<file path="config.mk">
export PLATFORM = sky130hd
export DESIGN_NAME = cam_power_seq
export DESIGN_NICKNAME = d
export VERILOG_FILES = /design/src/rtl/cam_power_seq.sv
export SDC_FILE = /design/constraint.sdc
export NUM_CORES = 1
export LEC_CHECK = 0
export BUFFER_PORTS_ARGS = -buffer_cell sky130_fd_sc_hd__buf_2
export CAP_MARGIN = 20
export CORE_MARGIN = 3
export CORE_UTILIZATION = 40
export DETAILED_ROUTE_END_ITERATION = 10
export HOLD_SLACK_MARGIN = 0.06
export PLACE_DENSITY_LB_ADDON = 0.3
export SLEW_MARGIN = 15
export SYNTH_ARGS = -nofsm -noshare
export SYNTH_HDL_FRONTEND = slang
export SYNTH_SLANG_ARGS = --single-unit
</file>
<file path="constraint.sdc">
create_clock -name meg25 -period 2.6 [get_ports meg25]
set_clock_uncertainty 0.05 [all_clocks]
set_input_delay 0.52 -clock meg25 [delete_from_list [all_inputs] [get_ports meg25]]
set_output_delay 0.52 -clock meg25 [all_outputs]
set_load 0.005 [all_outputs]
</file>
<file path="src/rtl/cam_power_seq.sv">
// cam_power_seq: power-up sequencer for image sensors (PWDN, RESETB, settle, SCCB init start, timeout retries).
module cam_power_seq #(
    parameter int PWDN_CYCLES    = 25000,
    parameter int RESET_CYCLES   = 50000,
    parameter int SETTLE_CYCLES  = 525000,
    parameter int PULSE_CYCLES   = 5,
    parameter int TIMEOUT_CYCLES = 2500000,
    parameter int MAX_RETRIES    = 3,
    parameter int CNT_W          = 22,
    parameter int RETRY_W        = 2
) (
    input  logic               meg25,
    input  logic               rst,
    input  logic               init_done,
    input  logic               restart,
    output logic               cam_pwdn,
    output logic               cam_rst_oe,
    output logic               init_start,
    output logic               started,
    output logic               error,
    output logic [RETRY_W-1:0] retry_cnt,
    output logic [2:0]         state
);
    localparam logic [2:0] S_PWDN   = 3'd0;
    localparam logic [2:0] S_RESET  = 3'd1;
    localparam logic [2:0] S_SETTLE = 3'd2;
    localparam logic [2:0] S_PULSE  = 3'd3;
    localparam logic [2:0] S_WAIT   = 3'd4;
    localparam logic [2:0] S_READY  = 3'd5;
    localparam logic [2:0] S_FAIL   = 3'd6;
    localparam logic [CNT_W-1:0] PWDN_LAST    = CNT_W'(PWDN_CYCLES - 1);
    localparam logic [CNT_W-1:0] RESET_LAST   = CNT_W'(RESET_CYCLES - 1);
    localparam logic [CNT_W-1:0] SETTLE_LAST  = CNT_W'(SETTLE_CYCLES - 1);
    localparam logic [CNT_W-1:0] PULSE_LAST   = CNT_W'(PULSE_CYCLES - 1);
    localparam logic [CNT_W-1:0] TIMEOUT_LAST = CNT_W'(TIMEOUT_CYCLES - 1);
    localparam logic [RETRY_W-1:0] RETRY_MAX  = RETRY_W'(MAX_RETRIES);

    logic [2:0]         cur, nxt;
    logic [CNT_W-1:0]   cnt;
    logic [RETRY_W-1:0] retries, retries_nxt;
    logic               hold;

    always_comb begin
        nxt = cur;
        retries_nxt = retries;
        case (cur)
            S_PWDN:   nxt = cnt == PWDN_LAST ? S_RESET : S_PWDN;
            S_RESET:  nxt = cnt == RESET_LAST ? S_SETTLE : S_RESET;
            S_SETTLE: nxt = cnt == SETTLE_LAST ? S_PULSE : S_SETTLE;
            S_PULSE:  nxt = cnt == PULSE_LAST ? S_WAIT : S_PULSE;
            S_WAIT: begin
                // init_done takes priority over a coincident timeout
                if (init_done)
                    nxt = S_READY;
                else if (cnt == TIMEOUT_LAST && retries < RETRY_MAX) begin
                    nxt = S_PWDN;
                    retries_nxt = retries + 1'b1;
                end else if (cnt == TIMEOUT_LAST)
                    nxt = S_FAIL;
            end
            S_READY, S_FAIL: begin
                nxt = restart ? S_PWDN : cur;
                retries_nxt = restart ? '0 : retries;
            end
            default: nxt = S_PWDN;
        endcase
    end

    // terminal states freeze the counter so it never wraps while idle
    assign hold = cur == S_READY || cur == S_FAIL;

    // outputs are registered decodes of the state occupied during this cycle
    always_ff @(posedge meg25) begin
        if (rst) begin
            cur        <= S_PWDN;
            cnt        <= '0;
            retries    <= '0;
            cam_pwdn   <= 1'b1;
            cam_rst_oe <= 1'b1;
            init_start <= 1'b0;
            started    <= 1'b0;
            error      <= 1'b0;
            retry_cnt  <= '0;
            state      <= S_PWDN;
        end else begin
            cur        <= nxt;
            cnt        <= nxt != cur ? '0 : hold ? cnt : cnt + 1'b1;
            retries    <= retries_nxt;
            cam_pwdn   <= cur == S_PWDN || cur == S_FAIL || cur > S_FAIL;
            cam_rst_oe <= cur == S_PWDN || cur == S_RESET || cur >= S_FAIL;
            init_start <= cur == S_PULSE;
            started    <= cur == S_READY;
            error      <= cur == S_FAIL;
            retry_cnt  <= retries;
            state      <= cur;
        end
    end
endmodule
</file>
; Word level (Yosys, flattened, before mapping)
; Index checks and enable logic that the tools add are counted.
[totals]
word_cells = 54
regBits = 37
output_inout_bits = 10
[classes]
order_cmp = 3
eq_ne = 15
mux = 13
n_reduce_logical = 11
addsub = 2
[ops]
columns = operator, count
row1 = "22-bit by 1-bit adder with 22-bit output, second input constant", 1
row2 = "22-bit by 15-bit == test with 1-bit output, second input constant", 1
row3 = "22-bit by 16-bit == test with 1-bit output, second input constant", 1
row4 = "22-bit by 20-bit == test with 1-bit output, second input constant", 1
row5 = "22-bit == test, second input constant", 1
row6 = "22-bit by 3-bit == test with 1-bit output, second input constant", 1
row7 = 3-bit case mux with 6 select lines, 1
row8 = 3-bit two-way mux, 5
row9 = "3-bit == test, second input constant", 3
row10 = 2-bit two-way mux, 4
row11 = "3-bit by 2-bit == test with 1-bit output, second input constant", 2
row12 = "2-bit != test, second input constant", 3
row13 = 1-bit logical OR, 5
row14 = 2-bit case mux with 2 select lines, 1
row15 = 4-bit AND reduction, 1
row16 = 2-bit OR reduction, 2
row17 = "3-bit by 1-bit == test with 1-bit output, second input constant", 1
row18 = "3-bit greater-or-equal comparator, second input constant", 1
row19 = "3-bit > comparator, second input constant", 1
row20 = 3-bit logical NOT, 1
row21 = 3-bit != test, 1
row22 = "2-bit by 1-bit adder with 2-bit output, second input constant", 1
row23 = "2-bit < comparator, second input constant", 1
row24 = 1-bit two-way mux, 2
row25 = 2 further kinds, 2

; Longest topological paths before layout
[depth]
word_depth = 7
mapped_depth = 9
depth_no_buf = 7

; Worst setup path after synthesis
; OpenSTA, ideal clock, no wires.
[synth_timing]
kind = flip-flop to flip-flop
start = reg cnt[4]
end = reg cnt[5]
arrival_ns = 2.050
setup_time_ns = 0.124
path_buffers = 1
setup_slack_ns = 0.376
path_stages_with_launch = 8
synth_period_minus_slack_ns = 2.224
path_cell_list = dfxtp_1 nor4_4 nand4_1 o41a_1 or3_1 o211ai_2 buf_6 nor3b_2
[synth_via]
elab_chain_cells = 7
word_cells_on_any_way = 17
[synth_lines]
columns = element, line_no
row1 = start: declaration, 39  ; logic [CNT_W-1:0] cnt;
row2 = start signal: assignment, 87  ; cnt <= nxt != cur ? '0 : hold ? cnt : cnt + 1'b1;
row3 = 22-bit == test, "55, 58"
row4 = 3-bit two-way mux / 1-bit logical AND (equally long branches), "58, 55"
row5 = 3-bit two-way mux, 55  ; else if (cnt == TIMEOUT_LAST && retries < RETRY_MAX) begin
row6 = 3-bit two-way mux, 53  ; if (init_done)
row7 = 3-bit case mux with 6 select lines, 46  ; case (cur)
row8 = 3-bit != test, 87
row9 = 2-bit OR reduction (no source line), --
; Parallel ways exist; a longest one is shown, timed or not.
; A chain may end at the register's enable or synchronous reset.

; Worst setup path in the final report
[layout_timing]
start = reg cnt[4]
end = reg cnt[12]
; The elaborated chain is that of the path after synthesis.

==> results.py <==
metrics = {
    "status": {
        "status": "finished, final reports clean",
    },
    "logic_synthesis": {
        "synth_area_per_cell_sq_um": 9.075,
        "synth_ff_type": "dfxtp_1",
        "muxShareOfSynthArea_pct": 0.9467,
        "synthesis.nets": 243,
        "synth-xor-area-share_pct": 9.112,
        "synthAdderAreaFrac_pct": 3.550,
        "netlist_instances": 233,
        "yosys_warnings": 0,
        "synth_edf_count": 0,
        "synthArstFlopShare_pct": 0,
        "synth_seq_cells": 37,
        "synth_area_leaders": "dfxtp_1 35%, nor3_2 9.0%, xor2_1 5.0%, xnor2_1 4.1%, ha_1 3.6%",
        "synth.distinct_cells": 52,
        "synth_simple_gate_area_share_pct": 35.86,
        "synth-compound-area-share_pct": 10.47,
        "synth_top_family_by_area": "simple AND/OR/NAND/NOR gates",
        "synth_largest_area_cell": "dfxtp_1",
        "yosysTopAreaCellShare_pct": 35.03,
        "syn-cell-area_sq_um": 2115,
        "seq_area_frac_synth_pct": 35.03,
    },
    "routing": {
        "drt_iter0_markers": 113,
        "firstDrtPassIters": 4,
        "routed_via_density": 5.273,
        "finalWirelength_mm": 4.529,
        "drcViolationCount": 0,
        "routedWlPerCell_um": 13.72,
        "vias": 1740,
        "ant_nets": 0,
    },
    "pwr": {
        "swShare_pct": 22.57,
        "power_leakage_uw": 0.0009633,
        "power_frac_seq_pct": 57.7,
        "p_switching_uw": 225.1,
        "p_per_area_nw_per_um2": 399.3,
        "max-vdd-ir-drop_mv": 0.2156,
        "p_int_uw": 772.0,
        "pwr-share-clk_pct": 38.3,
        "p_comb_share_pct": 4.0,
        "power_uw": 997.1,
    },
    "finish": {
        "drive_gt1_share_pct": 28.14,
        "fin_cells": 330,
        "n_antenna_cell": 0,
        "fill_cells": 489,
        "areaGrowthSynthToFinish_pct": 18.11,
        "finalNetCount": 272,
    },
    "place": {
        "gp_congestion": 0.8354,
        "dp_slack_ps": 34.10,
        "dp_hpwl_mm": 3.344,
        "post-place-cells": 317,
        "port_buffers": 13,
    },
    "global_route": {
        "grt_max_degree": 15,
        "grt_pass1_vias": 1692,
        "grt_overflow": 0,
        "antenna_found_initial": 0,
        "grt_pass1_wl_mm": 8.017,
        "grt_use_total_pct": 16.04,
    },
    "critical_path": {
        "criticalPathCategory": "reg2reg",
        "end_kind": "flip-flop",
        "r2r_cells": 7,
        "rrSetupSlack_ps": 270,
        "arrival_ps": 2450,
        "critical_path_peak_fanout": 12,
        "startpoint_type": "flip-flop",
        "required_ps": 2730,
        "crit_path_cell_trace": "nor4_4 > nand4_1 > o41a_1 > or3_1 > o211ai_2 > buf_4 > nor3_2",
        "crit_path_max_incr_delay_ps": 460,
        "critPathSlowestCell": "o41a_1",
    },
    "clock_tree": {
        "htree_levels": 2,
        "cts_sinks": 37,
        "clockRootBuffer": "clkbuf_8",
        "insertion_delay_ps": 280,
        "cts_made_buffers": 5,
        "clk_path_buf_depth": 2,
        "cts_tree": "done",
        "hold_buffers": 0,
        "post_cts_resize_count": 0,
        "clk_pin_slew_worst_paths_ps": 70,
    },
    "die": {
        "start_util_pct": 43.06,
        "pin_count": 14,
        "dieHeight_um": 78.71,
        "dieArea_sq_um": 6194,
        "die_w_um": 78.71,
        "rows": 25,
        "coreArea_sq_um": 4911,
    },
    "sta": {
        "post-route-min-period_ps": 2327,
        "slew_headroom_pct": 65.42,
        "tns_ps": 0,
        "timing.final.crit_share_pct": 89.50,
        "setup_viol": 0,
        "hold_viol": 0,
        "slew_viol_final": 0,
        "worstMarginPinSlew_ps": 514.7,
        "fmax_mhz": 429.7,
        "fin_ws_ps": 273.0,
        "rsz0062_at_grt": "no",
    },
    "worst_hold_path": {
        "min_path_cells": 1,
        "min_path_type": "reg2reg",
    },
    "run": {
        "maxCapViolations": 0,
    },
}
## worst max-delay path: cells and delay by family (launching register included)
family          cells  cell delay [ps]
compound gates      2              640
buf+inv             1              250
flops               1              390
simple gates        4              890
## path summary, 6_finish.rpt
kind | startpoint | endpoint
worst min register to register | retries[1] | retry_cnt[1]
worst max-delay path | cnt[4] | cnt[12]
worst min-delay path | retries[1] | retry_cnt[1]
worst max register to register | cnt[4] | cnt[12]
## state kept, by name, summed over array words and instances (netlist names)
signal	cells
cam_pwdn	1
cam_rst_oe	1
cnt	22
cur	3
error	1
init_start	1
retries	2
retry_cnt	2
started	1
state	3
## synth_stat cells (2+ instances only)
cell type and instances:
nor4_1 7, nor3b_1 4, dfxtp_1 37, and2_1 2, clkbuf_1 4, nand3_1 15
nor2b_1 3, a21oi_1 8, nand2b_1 4, nand2_1 16, o21ai_0 3, ha_1 6
o31ai_1 2, nor4b_1 2, buf_1 2, xnor2_1 10, nor3_2 19, nor3_1 6
inv_1 6, nor2_1 18, buf_2 7, buf_6 2, nand4_1 8, and3_1 2
xor2_1 12, mux2i_1 2
## power groups by stage
stage          Sequential, uW  Clock [uW]  Combinational [uW]
2_1_floorplan             587           0                30.6
3_3_place_gp              588           0                39.0
3_5_place_dp              589           0                39.9
4_1_cts                   575         396                40.1
5_1_grt                   576         424                45.2
6_report                  575         382                39.9
## placed cells by master, fill, tap and decap left out, types with 3 or more instances in the layout
| master | Yosys | layout |
|---|---|---|
| nand2b_1 | 4 | 4 |
| buf_12 | 0 | 3 |
| nand4_1 | 8 | 8 |
| inv_1 | 6 | 6 |
| dfxtp_1 | 37 | 37 |
| nand3_1 | 15 | 15 |
| a21oi_1 | 8 | 8 |
| nor4_1 | 7 | 7 |
| o21ai_0 | 3 | 3 |
| nor3b_1 | 4 | 4 |
| nor3_2 | 19 | 19 |
| nor3_1 | 6 | 6 |
| buf_4 | 0 | 21 |
| buf_2 | 7 | 13 |
| clkbuf_8 | 0 | 5 |
| ha_1 | 6 | 6 |
| xnor2_1 | 10 | 10 |
| nor2_1 | 18 | 18 |
| xor2_1 | 12 | 12 |
| nand2_1 | 16 | 16 |
| nor2b_1 | 3 | 3 |
## area by class of cell
class / count / area [sq um] / share of cell area, %
clock buffers: 6 / 72.57 / 2.906
multi-input cells: 174 / 1281 / 51.30
clock inverters: 2 / 10.01 / 0.4008
inverters: 7 / 26.28 / 1.052
repair buffers: 37 / 282.8 / 11.32
flip-flops and latches: 37 / 740.7 / 29.66
well taps: 67 / 83.83 / 3.357
## per-layer routing
layer	wire length, um	vias to the layer above	GRT usage, %
met3	175	7	3.061
met1	2252	810	22.06
met2	2008	33	24.62
met4	93	0	6.469
li1	-	890	-
met5	0	-	0
## per-stage QoR
| step | hold slack (ps) | instance area [sq um] | util, % |
|---|---|---|---|
| 2_1_floorplan | 407.3 | 2115 | - |
| 3_3_place_gp | 428.6 | 2352 | 47.90 |
| 3_5_place_dp | 441.8 | 2352 | 47.90 |
| 4_1_cts | 452.6 | 2435 | 49.58 |
| 5_1_grt | 465.3 | 2497 | 50.85 |
| 6_report | 448.2 | 2497 | 50.85 |
## logic make-up (layout without fill, tap and decap cells)
group                      after synthesis  in the layout
DFF                                     37             37
muxes                                    2              2
buffers and inverters                   22             52
xor gates and xnor gates                22             22
adders and majority gates                6              6
and+or+nand+nor                        117            117
AOI/OAI and AO/OA                       27             27
## what timing repair did
| item | in CTS | in global routing |
|---|---|---|
| hold endpoints to repair | 0 | 0 |
| endpoints found under the setup margin | 0 | 10 |
| buffers inserted | 0 | 5 |
Note: power is estimated with default switching activity, not from simulation.
